--- src/rtl/wb_burst_pkg.sv ---
// Shared constants, FSM state type and wrap-address helper for the Wishbone burst fetcher.
package wb_burst_pkg;

    localparam logic [2:0] CTI_CLASSIC = 3'b000;
    localparam logic [2:0] CTI_CONST   = 3'b001;
    localparam logic [2:0] CTI_INC     = 3'b010;
    localparam logic [2:0] CTI_EOB     = 3'b111;

    localparam logic [1:0] BTE_LINEAR  = 2'b00;
    localparam logic [1:0] BTE_WRAP4   = 2'b01;
    localparam logic [1:0] BTE_WRAP8   = 2'b10;
    localparam logic [1:0] BTE_WRAP16  = 2'b11;

    typedef enum logic {
        IDLE,
        BURST
    } state_e;

    // Next low address bits of a wrap burst; bits above the line size are kept.
    function automatic logic [5:0] wrap_low(input logic [5:0] lo, input logic [1:0] bte);
        logic [5:0] nxt;
        nxt = lo + 6'd4;
        case (bte)
            BTE_WRAP4:  wrap_low = {lo[5:4], nxt[3:0]};
            BTE_WRAP8:  wrap_low = {lo[5], nxt[4:0]};
            default:    wrap_low = nxt;
        endcase
    endfunction

endpackage

--- src/rtl/wb_burst_fifo.sv ---
// Synchronous response FIFO (data, last, err) with a free-entry count for credit checks.
module wb_burst_fifo #(
    parameter int DEPTH = 16,
    parameter int W     = 34
) (
    input  logic                         clk_i,
    input  logic                         rst_ni,
    input  logic                         push_i,
    input  logic [W-1:0]                 data_i,
    input  logic                         pop_i,
    output logic                         valid_o,
    output logic [W-1:0]                 data_o,
    output logic [$clog2(DEPTH+1)-1:0]   free_o
);
    localparam int PW = $clog2(DEPTH);
    localparam int CW = $clog2(DEPTH+1);

    logic [W-1:0]  mem_q [DEPTH];
    logic [PW-1:0] wr_q, rd_q;
    logic [CW-1:0] cnt_q;
    logic          do_push, do_pop;

    assign do_pop  = pop_i & (cnt_q != '0);
    // A push at full is still legal when the head leaves in the same cycle.
    assign do_push = push_i & ((cnt_q != CW'(DEPTH)) | do_pop);

    always_ff @(posedge clk_i) begin
        if (do_push) begin
            mem_q[wr_q] <= data_i;
        end
    end

    always_ff @(posedge clk_i) begin
        if (!rst_ni) begin
            wr_q  <= '0;
            rd_q  <= '0;
            cnt_q <= '0;
        end else begin
            if (do_push) begin
                wr_q <= wr_q + PW'(1);
            end
            if (do_pop) begin
                rd_q <= rd_q + PW'(1);
            end
            cnt_q <= cnt_q + CW'(do_push) - CW'(do_pop);
        end
    end

    assign valid_o = (cnt_q != '0);
    assign data_o  = mem_q[rd_q];
    assign free_o  = CW'(DEPTH) - cnt_q;

endmodule

--- src/rtl/wb_burst_fetch.sv ---
// Wishbone B3 incrementing read-burst master with a credit-checked response FIFO.
// Optional wrap bursts are enabled by defining WB_BURST_FETCH_WRAP_EN.
module wb_burst_fetch
    import wb_burst_pkg::*;
#(
    parameter int AW         = 32,
    parameter int MAX_BEATS  = 16,
    parameter int FIFO_DEPTH = 16,
    parameter int LW         = $clog2(MAX_BEATS+1)
) (
    input  logic          wb_clk_i,
    input  logic          wb_rst_ni,
    input  logic          req_valid_i,
    output logic          req_ready_o,
    input  logic [AW-1:0] req_adr_i,
    input  logic [LW-1:0] req_len_i,
    input  logic          req_wrap_i,
    output logic          rsp_valid_o,
    input  logic          rsp_ready_i,
    output logic [31:0]   rsp_data_o,
    output logic          rsp_last_o,
    output logic          rsp_err_o,
    output logic [AW-1:0] wbm_adr_o,
    output logic [2:0]    wbm_cti_o,
    output logic [1:0]    wbm_bte_o,
    output logic          wbm_cyc_o,
    output logic          wbm_stb_o,
    output logic          wbm_we_o,
    output logic [3:0]    wbm_sel_o,
    input  logic [31:0]   wbm_dat_i,
    input  logic          wbm_ack_i,
    input  logic          wbm_err_i
);
    localparam int FW = $clog2(FIFO_DEPTH+1);

    state_e        state_q, state_d;
    logic [AW-1:0] adr_q, adr_d, adr_nxt;
    logic [LW-1:0] cnt_q, cnt_d;
    logic [1:0]    bte_q, bte_d, req_bte;
    logic          wrap_ok, len_ok, last_beat, push;
    logic [33:0]   push_data, head;
    logic [FW-1:0] free;
    logic [2:0]    unused_bits;

    assign unused_bits = {req_wrap_i, req_adr_i[1:0]};
    assign last_beat   = (cnt_q == LW'(1));

    // Credits: a burst is only issued when every beat already has a FIFO slot.
    assign len_ok = (req_len_i != '0) && (32'(req_len_i) <= 32'(MAX_BEATS))
                    && (32'(free) >= 32'(req_len_i));

`ifdef WB_BURST_FETCH_WRAP_EN
    always_comb begin
        wrap_ok = 1'b1;
        req_bte = BTE_LINEAR;
        if (req_wrap_i) begin
            case (req_len_i)
                LW'(4):  req_bte = BTE_WRAP4;
                LW'(8):  req_bte = BTE_WRAP8;
                LW'(16): req_bte = BTE_WRAP16;
                default: wrap_ok = 1'b0;
            endcase
        end
    end

    assign adr_nxt = (bte_q == BTE_LINEAR) ? adr_q + AW'(4)
                                           : {adr_q[AW-1:6], wrap_low(adr_q[5:0], bte_q)};
`else
    assign wrap_ok = 1'b1;
    assign req_bte = BTE_LINEAR;
    assign adr_nxt = adr_q + AW'(4);
`endif

    always_comb begin
        state_d     = state_q;
        adr_d       = adr_q;
        cnt_d       = cnt_q;
        bte_d       = bte_q;
        push        = 1'b0;
        push_data   = '0;
        req_ready_o = 1'b0;
        case (state_q)
            IDLE: begin
                req_ready_o = wb_rst_ni & len_ok & wrap_ok;
                if (req_valid_i && req_ready_o) begin
                    adr_d   = {req_adr_i[AW-1:2], 2'b00};
                    cnt_d   = req_len_i;
                    bte_d   = req_bte;
                    state_d = BURST;
                end
            end
            BURST: begin
                // Error beats close the response and drop all remaining credits.
                if (wbm_err_i) begin
                    push      = 1'b1;
                    push_data = {32'h0, 1'b1, 1'b1};
                    cnt_d     = '0;
                    state_d   = IDLE;
                end else if (wbm_ack_i) begin
                    push      = 1'b1;
                    push_data = {wbm_dat_i, last_beat, 1'b0};
                    adr_d     = adr_nxt;
                    cnt_d     = cnt_q - LW'(1);
                    if (last_beat) begin
                        state_d = IDLE;
                    end
                end
            end
            default: state_d = IDLE;
        endcase
    end

    always_ff @(posedge wb_clk_i) begin
        if (!wb_rst_ni) begin
            state_q <= IDLE;
            adr_q   <= '0;
            cnt_q   <= '0;
            bte_q   <= BTE_LINEAR;
        end else begin
            state_q <= state_d;
            adr_q   <= adr_d;
            cnt_q   <= cnt_d;
            bte_q   <= bte_d;
        end
    end

    assign wbm_cyc_o = (state_q == BURST);
    assign wbm_stb_o = (state_q == BURST);
    assign wbm_adr_o = adr_q;
    assign wbm_cti_o = (state_q == BURST) ? (last_beat ? CTI_EOB : CTI_INC) : CTI_CLASSIC;
    assign wbm_bte_o = (state_q == BURST) ? bte_q : BTE_LINEAR;
    assign wbm_we_o  = 1'b0;
    assign wbm_sel_o = 4'hF;

    wb_burst_fifo #(
        .DEPTH (FIFO_DEPTH),
        .W     (34)
    ) u_fifo (
        .clk_i   (wb_clk_i),
        .rst_ni  (wb_rst_ni),
        .push_i  (push),
        .data_i  (push_data),
        .pop_i   (rsp_valid_o & rsp_ready_i),
        .valid_o (rsp_valid_o),
        .data_o  (head),
        .free_o  (free)
    );

    assign rsp_data_o = rsp_valid_o ? head[33:2] : 32'h0;
    assign rsp_last_o = rsp_valid_o & head[1];
    assign rsp_err_o  = rsp_valid_o & head[0];

endmodule

--- config.mk ---
export PLATFORM = sky130hd
export DESIGN_NAME = wb_burst_fetch
export DESIGN_NICKNAME = d
export VERILOG_FILES = /design/src/rtl/wb_burst_pkg.sv /design/src/rtl/wb_burst_fifo.sv /design/src/rtl/wb_burst_fetch.sv
export SDC_FILE = /design/constraint.sdc
export NUM_CORES = 1
export LEC_CHECK = 0
export CELL_PAD_IN_SITES_DETAIL_PLACEMENT = 0
export CELL_PAD_IN_SITES_GLOBAL_PLACEMENT = 1
export CORE_UTILIZATION = 51
export CTS_CLUSTER_SIZE = 24
export DETAILED_ROUTE_END_ITERATION = 6
export HOLD_SLACK_MARGIN = 0.05
export PLACE_DENSITY_LB_ADDON = 0.1
export SLEW_MARGIN = 20
export SYNTH_ARGS = -nofsm -noshare
export SYNTH_HDL_FRONTEND = slang
export SYNTH_SLANG_ARGS = --single-unit
--- constraint.sdc ---
create_clock -name wb_clk_i -period 5.2 [get_ports wb_clk_i]
set_clock_uncertainty 0.05 [all_clocks]
set_input_delay 1.04 -clock wb_clk_i [delete_from_list [all_inputs] [get_ports wb_clk_i]]
set_output_delay 1.04 -clock wb_clk_i [all_outputs]
set_load 0.02 [all_outputs]
==> results.json <==
{
  "cts_tree": "built",
  "cp-end-kind": "output port",
  "cp_top_family": "buffers and inverters",
  "synth_cell_types": 64,
  "die_w_um": 221.0,
  "yosys_warnings": 0,
  "slowest_delay_ns": 0.63,
  "hold_class": "reg2reg",
  "wl_um": 55770,
  "wl_met1_um": 24940,
  "fmax_mhz": 209.4,
  "crit_buf_inv": 3,
  "crit_chain": "inv_1 > ha_1 > and2_1 > ha_1 > inv_1 > ha_1 > nand3_1 > o21ai_1 > and3_1 > clkdlybuf4s50_1",
  "status": "complete, no violations",
  "synth_area_um2": 24470,
  "initialDrtViolationCount": 1197,
  "timing.setup.tns_ns": 0,
  "io_buffers": 143,
  "worstPathArrival_ns": 3.68,
  "critPathLaunch": "u_fifo.cnt_q[1]",
  "dr_wl_met2_um": 26790,
  "crit_path_frequent_cell": "ha_1",
  "period_share_pct": 91.82,
  "clk_pin_slew_ns": 0.06,
  "ir_drop_mv": 0.2708,
  "postPlaceCellArea_um2": 26760,
  "synth-seq-cells": 597,
  "antenna_found_initial": 1,
  "leakagePower_nw": 8.865,
  "cts_root_buf": "clkbuf_16",
  "crit_required_ns": 4.11,
  "start_kind": "register",
  "cts_hold_buffers": 0,
  "cts.htree.levels": 2,
  "slowest_stage": "o21ai_1",
  "min_from": "cnt_q[4]",
  "worstReg2RegStart": "u_fifo.cnt_q[1]",
  "cts_buffers": 59,
  "drc": 0,
  "clockBufferDepth": 3,
  "grt_pass1_vias": 13156,
  "met3WireLength_um": 3069,
  "fin_nets": 1578,
  "finalInstanceArea_um2": 28650,
  "syn_avg_cell_area_um2": 18.68,
  "area_delta_synth_final_pct": 17.07,
  "post_cts_buffers": 0,
  "path_class": "reg2out",
  "synth_ff_type": "edfxtp_1",
  "relSlewSlack_pct": 28.34,
  "clock-sinks": 597,
  "rows": 79,
  "die_area_um2": 48860,
  "ys_seq_area_share_pct": 71.09,
  "start_util_pct": 52.12,
  "maxSlewViolCount": 0,
  "tightest_slew_ns": 1.071,
  "period_minus_slack_ns": 4.775,
  "grt_first_pass_wirelength_um": 83120,
  "synth_cells": 1310,
  "worst_slack_ns": 0.4254,
  "via_count": 12963,
  "routedWlPerCell_um": 26.12,
  "maxCapViolations": 0,
  "ctsResizeCount": 0,
  "dpl.hpwl_um": 29990,
  "grt_max_degree": 137,
  "fill_cells": 3426,
  "async_reset_ff_share_pct": 0,
  "grt_overflow": 0,
  "pin_count": 156,
  "grt_use_total_pct": 23.06,
  "gp_congestion": 0.7826,
  "cp_max_fo": 6,
  "multi_input_area_um2": 6673,
  "viasPerCell": 6.072,
  "clk-insertion-delay-late_ns": 0.61,
  "dr.pass1.iters": 5,
  "total_power_w": 0.01265,
  "rsz0062_at_grt": "false",
  "pwr_density_cell_nw_per_um2": 441.5,
  "finalHoldViolations": 0,
  "synth_edf_count": 544,
  "drive_gt1_share_pct": 22.07,
  "die_h_um": 221.0,
  "coreArea_um2": 46950,
  "post-place-ws_ns": 0.6002,
  "setup_viol": 0,
  "antenna_left": 0,
  "top_layer": "met4",
  "layout.area.seq_um2": 17410
}
## kinds of logic after synthesis
kind of cell,synth area share [%]
DFF,71.09
other,0.03069
AOI/OAI and AO/OA,3.702
muxes,15.82
and+or+nand+nor,5.430
xor gates and xnor gates,0.4295
adders and majority gates,1.258
buffers and inverters,2.240
## layout make-up
cell class | instances | share of cell area, %
Clock inverter | 38 | 1.166
Clock buffer | 72 | 5.398
Tap cell | 607 | 2.651
Sequential cell | 597 | 60.76
Antenna cell | 1 | 0.008735
Timing Repair Buffer | 186 | 6.368
Multi-Input combinational cell | 607 | 23.29
Inverter | 27 | 0.3538
## Yosys cell counts (7+ instances only)
cell type	number	area [µm²]
a31oi_1	7	43.79
nand2_1	45	168.9
nor3_1	12	60.06
dfxtp_1	53	1061
and2_1	38	237.7
o21ai_0	21	105.1
and3_1	40	250.2
buf_4	15	112.6
edfxtp_1	544	16340
ha_1	23	287.8
buf_2	18	90.09
clkbuf_1	41	153.9
nand3_1	17	85.08
inv_1	25	93.84
nand4_1	9	56.30
a21oi_1	48	240.2
mux4_2	170	3829
nor2_1	52	195.2
## flip-flops by register name, summed over array words and instances, names as in the netlist, named ones only
signal,cells
u_fifo.mem_q,544
wbm_adr_o,30
cnt_q,5
u_fifo.cnt_q,5
u_fifo.rd_q,4
u_fifo.wr_q,4
wbm_cyc_o,1
## worst min-delay path: stages (launching register included)
cell and delay [ns]:
dfxtp_1 0.33, o211ai_1 0.09, o31ai_1 0.06
## where the power goes
group,internal (W),switching [W]
Clock,0.00236,0.00177
Combinational,0.00156,0.00152
Sequential,0.00529,0.000147
## routing by layer
metal / vias to the layer above / track usage (%)
met2: 413 / 36.54
met4: 0 / 5.346
li1: 5645 / -
met3: 70 / 3.426
met5: - / 0
met1: 6835 / 34.18
## worst paths after layout
path / slack [ns] / depth (start not counted) / to
worst max-delay path: 0.43 / 10 / req_ready_o
worst min-delay path: 0.46 / 2 / cnt_q[4]
worst max register to register: 1.46 / 10 / u_fifo.mem_q[7][20]
worst min register to register: 0.46 / 2 / cnt_q[4]
## placed cells by master, fill, tap and decap left out, drive strengths merged, types with 4 or more instances in the layout
cell	Yosys	routed
a31oi	7	7
a311oi	4	4
nor2b	5	5
o21a	5	5
inv	27	27
and3	40	40
xor2	6	6
o211ai	5	5
conb	2	9
o31ai	5	5
nand2b	5	5
nand4	9	9
or3	5	5
nand2	45	45
mux4	170	170
clkinv	0	30
o22ai	5	5
nor3	14	14
nor2	52	52
xnor2	6	6
clkdlybuf4s50	0	142
clkbuf	41	72
dfxtp	53	53
buf	45	44
nor4	8	8
o21ai	27	27
ha	23	23
a211oi	5	5
and2	38	38
edfxtp	544	544
a21oi	51	51
nand3	18	18
bufinv	0	5
o32ai	6	6
## metrics by stage
step,instances,utilization (%),hold slack (ns)
floorplan,1317,-,0.4152
global placement,2024,57.00,0.4350
detailed placement,2024,57.00,0.4429
CTS,2134,61.00,0.4550
global route,2135,61.02,0.4700
finish,2135,61.02,0.4561
(Power assumes the default switching activity.)
